$ cat src/rtl/btb_pkg.sv
// Shared types and constants for the BTB update controller.
// Pure declarations; no timing or flow control of its own.
package btb_pkg;

  localparam logic [1:0] CNTR_WEAK_T   = 2'b10;
  localparam logic [1:0] CNTR_STRONG_T = 2'b11;
  localparam logic [1:0] BTYPE_COND    = 2'b00;
  localparam logic [1:0] BTYPE_JUMP    = 2'b10;

  typedef struct packed {
    logic [29:0] vpc;
    logic [31:0] target;
    logic [1:0]  cntr;
    logic        tkn;
    logic [1:0]  btype;
    logic        hit;
    logic        way;
  } upd_entry_t;

  typedef enum logic [1:0] {
    ST_IDLE,
    ST_EVAL,
    ST_WRITE
  } upd_state_t;

  // Saturating bimodal counter step toward the resolved direction.
  function automatic logic [1:0] cntr_step(input logic [1:0] cntr, input logic tkn);
    logic [1:0] res;
    res = cntr;
    if (tkn && cntr != 2'b11) res = cntr + 2'b01;
    if (!tkn && cntr != 2'b00) res = cntr - 2'b01;
    return res;
  endfunction

endpackage

$ cat src/rtl/btb_upd_fifo.sv
// Pending-update FIFO: DEPTH entries, registered pointers with a wrap bit.
// Head visible combinationally; flush discards all entries; caller gates push on full.
module btb_upd_fifo #(
  parameter int DEPTH = 4,
  parameter int WIDTH = 8
) (
  input  logic             clk,
  input  logic             rst,
  input  logic             flush,
  input  logic             push,
  input  logic [WIDTH-1:0] push_dat,
  input  logic             pop,
  output logic [WIDTH-1:0] head_dat,
  output logic             full,
  output logic             empty
);

  localparam int AW = $clog2(DEPTH);

  logic [AW:0]      wr_ptr;
  logic [AW:0]      rd_ptr;
  logic [WIDTH-1:0] mem [DEPTH];

  always_ff @(posedge clk or posedge rst) begin
    if (rst) begin
      wr_ptr <= '0;
      rd_ptr <= '0;
    end else if (flush) begin
      rd_ptr <= wr_ptr;
    end else begin
      if (push) wr_ptr <= wr_ptr + 1'b1;
      if (pop)  rd_ptr <= rd_ptr + 1'b1;
    end
  end

  always_ff @(posedge clk) begin
    if (push && !flush) mem[wr_ptr[AW-1:0]] <= push_dat;
  end

  assign head_dat = mem[rd_ptr[AW-1:0]];
  assign empty    = (wr_ptr == rd_ptr);
  assign full     = (wr_ptr[AW] != rd_ptr[AW]) && (wr_ptr[AW-1:0] == rd_ptr[AW-1:0]);

endmodule

$ cat src/rtl/btb_update_ctrl.sv
// Queues branch resolutions and turns them into BTB writes (BTB_UPD_PERF_EN adds perf counters).
// Latency: resolution into idle/empty queue -> write request two cycles later.
// Backpressure: write held until granted; resolutions arriving with a full queue are dropped.
module btb_update_ctrl
  import btb_pkg::*;
#(
  parameter int DEPTH = 4
) (
  input  logic        cpu_clock_i,
  input  logic        cpu_reset_i,
  input  logic        flush_i,
  input  logic        bu_valid_i,
  input  logic [29:0] bu_vpc_i,
  input  logic [31:0] bu_target_i,
  input  logic [1:0]  bu_cntr_i,
  input  logic        bu_tkn_i,
  input  logic [1:0]  bu_type_i,
  input  logic        bu_hit_i,
  input  logic        bu_way_i,
  output logic        btb_wr_en_o,
  input  logic        btb_wr_gnt_i,
  output logic [29:0] btb_wr_vpc_o,
  output logic        btb_wr_way_o,
  output logic [29:0] btb_wr_target_o,
  output logic [1:0]  btb_wr_cntr_o,
  output logic [1:0]  btb_wr_type_o,
  output logic        btb_wr_vld_o
`ifdef BTB_UPD_PERF_EN
  ,
  output logic [7:0]  perf_drop_o,
  output logic [15:0] perf_wr_o
`endif
);

  upd_state_t state_q, state_d;
  upd_entry_t in_ent, head_ent, hold_q;

  logic enq_req, push, pop, bypass, start_wr, grant;
  logic fifo_full, fifo_empty;

  logic       repl_q, alloc_q;
  logic [1:0] last_vld;
  logic [1:0][29:0] last_vpc;
  logic [1:0][31:0] last_tgt;

  logic       same_tgt, is_cond, need_wr, alloc;
  logic [1:0] new_cntr;
  logic       new_way;

  assign in_ent = '{vpc: bu_vpc_i, target: bu_target_i, cntr: bu_cntr_i, tkn: bu_tkn_i,
                    btype: bu_type_i, hit: bu_hit_i, way: bu_way_i};

  assign enq_req = bu_valid_i & ~flush_i;
  assign push    = enq_req & ~bypass & (~fifo_full | pop);
  assign grant   = btb_wr_en_o & btb_wr_gnt_i;

  btb_upd_fifo #(
    .DEPTH (DEPTH),
    .WIDTH ($bits(upd_entry_t))
  ) u_fifo (
    .clk      (cpu_clock_i),
    .rst      (cpu_reset_i),
    .flush    (flush_i),
    .push     (push),
    .push_dat (in_ent),
    .pop      (pop),
    .head_dat (head_ent),
    .full     (fifo_full),
    .empty    (fifo_empty)
  );

  always_ff @(posedge cpu_clock_i or posedge cpu_reset_i) begin
    if (cpu_reset_i) state_q <= ST_IDLE;
    else             state_q <= state_d;
  end

  // An idle controller with nothing queued takes the resolution straight into the holding register.
  always_comb begin
    state_d  = state_q;
    pop      = 1'b0;
    bypass   = 1'b0;
    start_wr = 1'b0;
    case (state_q)
      ST_IDLE: begin
        if (!flush_i) begin
          if (!fifo_empty) begin
            pop     = 1'b1;
            state_d = ST_EVAL;
          end else if (bu_valid_i) begin
            bypass  = 1'b1;
            state_d = ST_EVAL;
          end
        end
      end
      ST_EVAL: begin
        if (need_wr) begin
          start_wr = 1'b1;
          state_d  = ST_WRITE;
        end else begin
          state_d  = ST_IDLE;
        end
      end
      ST_WRITE: begin
        if (btb_wr_gnt_i) state_d = ST_WRITE == state_q ? ST_IDLE : state_q;
      end
      default: state_d = ST_IDLE;
    endcase
  end

  always_ff @(posedge cpu_clock_i or posedge cpu_reset_i) begin
    if (cpu_reset_i)  hold_q <= '0;
    else if (pop)     hold_q <= head_ent;
    else if (bypass)  hold_q <= in_ent;
  end

  // The resolution carries no stored BTB target, so compare against the last entry written
  // to that way; anything unknown is treated as changed.
  assign same_tgt = last_vld[hold_q.way] &&
                    (last_vpc[hold_q.way] == hold_q.vpc) &&
                    (last_tgt[hold_q.way] == hold_q.target);
  assign is_cond  = (hold_q.btype != BTYPE_JUMP);

  always_comb begin
    new_cntr = CNTR_STRONG_T;
    new_way  = hold_q.way;
    need_wr  = 1'b0;
    alloc    = 1'b0;
    if (hold_q.hit) begin
      if (is_cond) begin
        new_cntr = cntr_step(hold_q.cntr, hold_q.tkn);
        need_wr  = (new_cntr != hold_q.cntr) || !same_tgt;
      end else begin
        need_wr  = !same_tgt;
      end
    end else begin
      new_cntr = is_cond ? CNTR_WEAK_T : CNTR_STRONG_T;
      new_way  = repl_q;
      need_wr  = hold_q.tkn;
      alloc    = hold_q.tkn;
    end
  end

  always_ff @(posedge cpu_clock_i or posedge cpu_reset_i) begin
    if (cpu_reset_i) begin
      btb_wr_en_o     <= 1'b0;
      btb_wr_vpc_o    <= '0;
      btb_wr_way_o    <= 1'b0;
      btb_wr_target_o <= '0;
      btb_wr_cntr_o   <= '0;
      btb_wr_type_o   <= '0;
      btb_wr_vld_o    <= 1'b0;
      alloc_q         <= 1'b0;
    end else if (start_wr) begin
      btb_wr_en_o     <= 1'b1;
      btb_wr_vpc_o    <= hold_q.vpc;
      btb_wr_way_o    <= new_way;
      btb_wr_target_o <= hold_q.target[31:2];
      btb_wr_cntr_o   <= new_cntr;
      btb_wr_type_o   <= hold_q.btype;
      btb_wr_vld_o    <= 1'b1;
      alloc_q         <= alloc;
    end else if (grant) begin
      btb_wr_en_o     <= 1'b0;
    end
  end

  always_ff @(posedge cpu_clock_i or posedge cpu_reset_i) begin
    if (cpu_reset_i) begin
      repl_q   <= 1'b0;
      last_vld <= '0;
      last_vpc <= '0;
      last_tgt <= '0;
    end else if (grant) begin
      if (alloc_q) repl_q <= ~repl_q;
      last_vld[btb_wr_way_o] <= 1'b1;
      last_vpc[btb_wr_way_o] <= hold_q.vpc;
      last_tgt[btb_wr_way_o] <= hold_q.target;
    end
  end

`ifdef BTB_UPD_PERF_EN
  logic drop;
  assign drop = enq_req & fifo_full & ~pop;

  always_ff @(posedge cpu_clock_i or posedge cpu_reset_i) begin
    if (cpu_reset_i) begin
      perf_drop_o <= '0;
      perf_wr_o   <= '0;
    end else begin
      if (drop && perf_drop_o != 8'hFF) perf_drop_o <= perf_drop_o + 8'd1;
      if (grant)                        perf_wr_o   <= perf_wr_o + 16'd1;
    end
  end
`endif

endmodule
$ cat config.mk
export PLATFORM = sky130hd
export DESIGN_NAME = btb_update_ctrl
export DESIGN_NICKNAME = d
export VERILOG_FILES = /design/src/rtl/btb_pkg.sv /design/src/rtl/btb_upd_fifo.sv /design/src/rtl/btb_update_ctrl.sv
export SDC_FILE = /design/constraint.sdc
export NUM_CORES = 1
export LEC_CHECK = 0
export ABC_AREA = 0
export BUFFER_PORTS_ARGS = -buffer_cell sky130_fd_sc_hd__buf_2
export CAP_MARGIN = 5
export CORE_MARGIN = 1
export CORE_UTILIZATION = 60
export CTS_CLUSTER_SIZE = 28
export DETAILED_ROUTE_END_ITERATION = 8
export PLACE_DENSITY = 0.84
export SLEW_MARGIN = 10
export SYNTH_ARGS = -nofsm -noshare
export SYNTH_HDL_FRONTEND = slang
export SYNTH_SLANG_ARGS = --single-unit
export TNS_END_PERCENT = 30
$ cat constraint.sdc
create_clock -name cpu_clock_i -period 12.33 [get_ports cpu_clock_i]
set_clock_uncertainty 0.05 [all_clocks]
set_input_delay 2.466 -clock cpu_clock_i [delete_from_list [all_inputs] [get_ports cpu_clock_i]]
set_output_delay 2.466 -clock cpu_clock_i [all_outputs]
set_load 0.05 [all_outputs]
==> impl_results.rst <==
.. list-table::
   :header-rows: 1

   * - Metric
     - Value
   * - Total Neg Setup Slack
     - 0 ps
   * - Share of the clock period used by the worst path after layout
     - 0.372
   * - Critical register-to-register path endpoint
     - btb_wr_target_o[5]
   * - Fraction of registers with async set or reset after synthesis
     - 0.496
   * - Clock edge transition at the registers on the reported setup and hold paths
     - 60 ps
   * - Gates resized, CTS repair
     - 0
   * - Crit Reg-Reg Startpoint
     - hold_q[0]
   * - Post-DR wirelength/cell
     - 23.5 um
   * - Number of maximum-capacitance constraint violations
     - 0
   * - Critical Path Source
     - hold_q[0]
   * - Number of logic stages on the critical path including buffering
     - 9
   * - Initial standard-cell utilization of the core
     - 0.612
   * - Post-synthesis cell count
     - 1,341
   * - Clock buffer count from CTS
     - 53
   * - Endpoint type of the worst setup path
     - register
   * - Final-report setup violation count
     - 0
   * - Maximum fanout count along the critical path
     - 46
   * - Critical path required time
     - 12,740 ps
   * - Count of antenna-violating nets left after detailed routing
     - 0
   * - Post-Synthesis Mean Instance Area
     - 16.8 um2
   * - Critical path startpoint category
     - register
   * - Delay-heaviest family, CP
     - simple AND/OR/NAND/NOR gates
   * - CP bufs+invs
     - 2
   * - Post-synthesis instance area
     - 0.0225 mm2
   * - DRC violation total after the first TritonRoute iteration
     - 852
   * - Area inside the core boundary
     - 0.0367 mm2
   * - Global-route wire length before repair
     - 74,200 um
   * - PortBufs
     - 140
   * - Commonest cells after routing, fill and taps aside
     - edfxtp_1 (276), dfrtp_1 (269), mux2_2 (172), buf_2 (140), mux2i_1 (131)
   * - Via count of the first global-routing pass
     - 13,000
   * - Stage delay of the slowest cell on the critical path
     - 820 ps
   * - Ratio of routed vias to standard cells
     - 6.10
   * - # Post-CTS Setup Buffers
     - 0
   * - Measured slew at the worst slew-check pin
     - 1160 ps
   * - Routed vias
     - 12,200
   * - Share of synthesized area occupied by flip-flops and latches
     - 0.672
   * - Tightest slew margin relative to the limit
     - 0.228
   * - Number of standard cells in the final layout excluding fillers
     - 1,997
   * - Setup slack of the worst register-to-register path
     - 7740 ps
   * - Fin Hold WS
     - 428 ps
   * - Count of endpoints failing hold in the final timing report
     - 0
   * - Multi-input logic area
     - 0.00706 mm2
   * - Total of hold buffers inserted after clock tree synthesis
     - 0
   * - Worst Setup Path Type
     - register to register
   * - Number of enable-type register cells in the synthesized netlist
     - 276
   * - Number of nets in the synthesized netlist
     - 1,422
   * - Total global routing track utilization
     - 0.256
   * - HPWL after detailed placement
     - 28,900 um
   * - Area Overhead vs Synth
     - 12.9%
   * - Top flip-flop cell by instance count after synthesis
     - edfxtp_1
   * - Worst vdd rail ir drop
     - 0.000212 V
   * - Arrival @ worst endpoint
     - 5000 ps
   * - Placed cell count
     - 1,896
   * - Total number of yosys warnings
     - 0
   * - Leakage power
     - 0.00998 uW
   * - CTS tree
     - yes
   * - Post-Place Setup Slack
     - 7340 ps
   * - Remaining DRCs
     - 0
   * - Capture point of the critical path
     - btb_wr_target_o[5]
   * - Setup slack after layout
     - 7740 ps
   * - Die extent in x
     - 196 um
   * - Initial antenna violation count
     - 0
   * - Clock Latency Late Sink
     - 590 ps
   * - Series of cell instances along the critical path
     - buf_4 -> mux2i_1 -> a22o_1 -> nor4_1 -> nand4_1 -> nor4_2 -> a21oi_4 -> buf_4 -> mux2_4
   * - HP Class
     - register to register
   * - Sinks on the clock net
     - 548
   * - Unrepaired setup endpoints after global routing
     - false
   * - Final min period
     - 4590 ps
   * - Critical path's most frequent cell
     - buf_4
   * - Die footprint
     - 0.0382 mm2
   * - Count of cell types in the netlist
     - 52
   * - FF-to-FF path depth
     - 9
   * - Root cell of the clock tree
     - clkbuf_16
   * - Register area
     - 0.0151 mm2
   * - CTS Buffer Depth
     - 3
   * - Global route total overflow
     - 0
   * - Die outline height
     - 196 um
   * - Final estimated routing congestion in global placement
     - 0.869
   * - Share of layout cells above drive strength 1
     - 0.331
   * - Number of standard-cell rows in the floorplan
     - 70
   * - Cell with the largest stage delay on the worst path
     - dfrtp_4
   * - Result of the run
     - complete, no violations
   * - Number of top-level design ports
     - 141
   * - Total Power Consumption
     - 7110 uW
   * - Sum of routed wire length over all layers
     - 46,900 um
   * - Number of max-slew violations in the final report
     - 0
   * - Largest net degree at the start of global routing
     - 181
   * - Post-layout net count
     - 1,564
   * - Depth of the CTS H-tree
     - 2
   * - Achievable Freq
     - 218 MHz
   * - Power per cell area
     - 280 mW/mm2
   * - Synthesis-stage register bit count
     - 548
   * - Most frequent standard cell in the layout excluding fill and tap cells
     - edfxtp_1
   * - Number of detailed-routing iterations run before antenna repair
     - 5
   * - Filler cell count in the final layout
     - 2,343
state kept, by name (all words and copies together), names as in the netlist:
| register | cells |
|---|---|
| last_tgt | 64 |
| btb_wr_vld_o | 1 |
| btb_wr_way_o | 1 |
| u_fifo.mem | 276 |
| repl_q | 1 |
| u_fifo.rd_ptr | 3 |
| hold_q | 69 |
| btb_wr_cntr_o | 2 |
| alloc_q | 1 |
| last_vld | 2 |
| btb_wr_en_o | 1 |
| btb_wr_type_o | 2 |
| btb_wr_target_o | 30 |
| btb_wr_vpc_o | 30 |
| last_vpc | 60 |
| state_q | 2 |
| u_fifo.wr_ptr | 3 |
per-stage QoR:
stage	cell area, um2	utilization
after detailed placement	23600	0.644
after CTS	25400	0.692
after global routing	25400	0.692
final	25400	0.692
after floorplan	22500	-
after global placement	23600	0.644
final cells by class:
| class | instances | share of cell area |
|---|---|---|
| Clock inverter | 22 | 0.00803 |
| Multi-Input combinational cell | 716 | 0.278 |
| Antenna cell | 2 | 0.000197 |
| Tap cell | 468 | 0.0231 |
| Inverter | 10 | 0.00177 |
| Sequential cell | 548 | 0.595 |
| Timing Repair Buffer | 154 | 0.0322 |
| Clock buffer | 77 | 0.0615 |
report_power, final:
part / switching [uW] / total [uW] / internal (uW)
logic: 1440 / 2520 / 1080
registers: 489 / 2970 / 2480
clock network: 664 / 1620 / 959
cell families (layout without fill, tap and decap cells):
group,after synthesis,after routing,share of synthesized area
DFF,548,548,0.672
muxes,387,387,0.224
and+or+nand+nor,147,147,0.0317
AOI/OAI and AO/OA,113,113,0.0293
buffers and inverters,77,263,0.0158
xor gates and xnor gates,62,62,0.0242
adders and majority gates,7,7,0.00390
other,0,2,0
worst min-delay path by stage:
stage                     slack (ps)          from           end  depth (start not counted)
after floorplan                  380   last_vld[1]   last_vld[1]                          1
after global placement           400  btb_wr_vld_o  btb_wr_vld_o                          1
after detailed placement         410   last_vld[1]   last_vld[1]                          1
after CTS                        420   last_vld[1]   last_vld[1]                          1
after global routing             450   last_vld[1]   last_vld[1]                          1
final                            430   last_vld[1]   last_vld[1]                          1
cells in the mapped netlist, types with 6 or more instances:
library cell	count	area, um2
a21oi_1	6	30.0
buf_1	10	37.5
buf_2	7	35.0
buf_6	7	78.8
clkbuf_1	42	158
dfrtp_1	272	6810
edfxtp_1	276	8290
ha_1	7	87.6
inv_1	10	37.5
mux2_2	172	1940
mux2_4	14	210
mux2i_1	131	1310
mux4_2	69	1550
nand2_1	81	304
nand4_1	7	43.8
nor2_1	7	26.3
nor4_1	24	150
o21ai_0	78	390
xnor2_1	57	499
per-layer routing:
| metal | vias up | routed length [um] | track usage |
|---|---|---|---|
| met4 | 0 | 695 | 0.0639 |
| li1 | 5378 | - | - |
| met5 | - | 0 | 0 |
| met2 | 358 | 23900 | 0.432 |
| met1 | 6393 | 20100 | 0.356 |
| met3 | 53 | 2230 | 0.0358 |
Note: power is estimated with default switching activity, not from simulation.
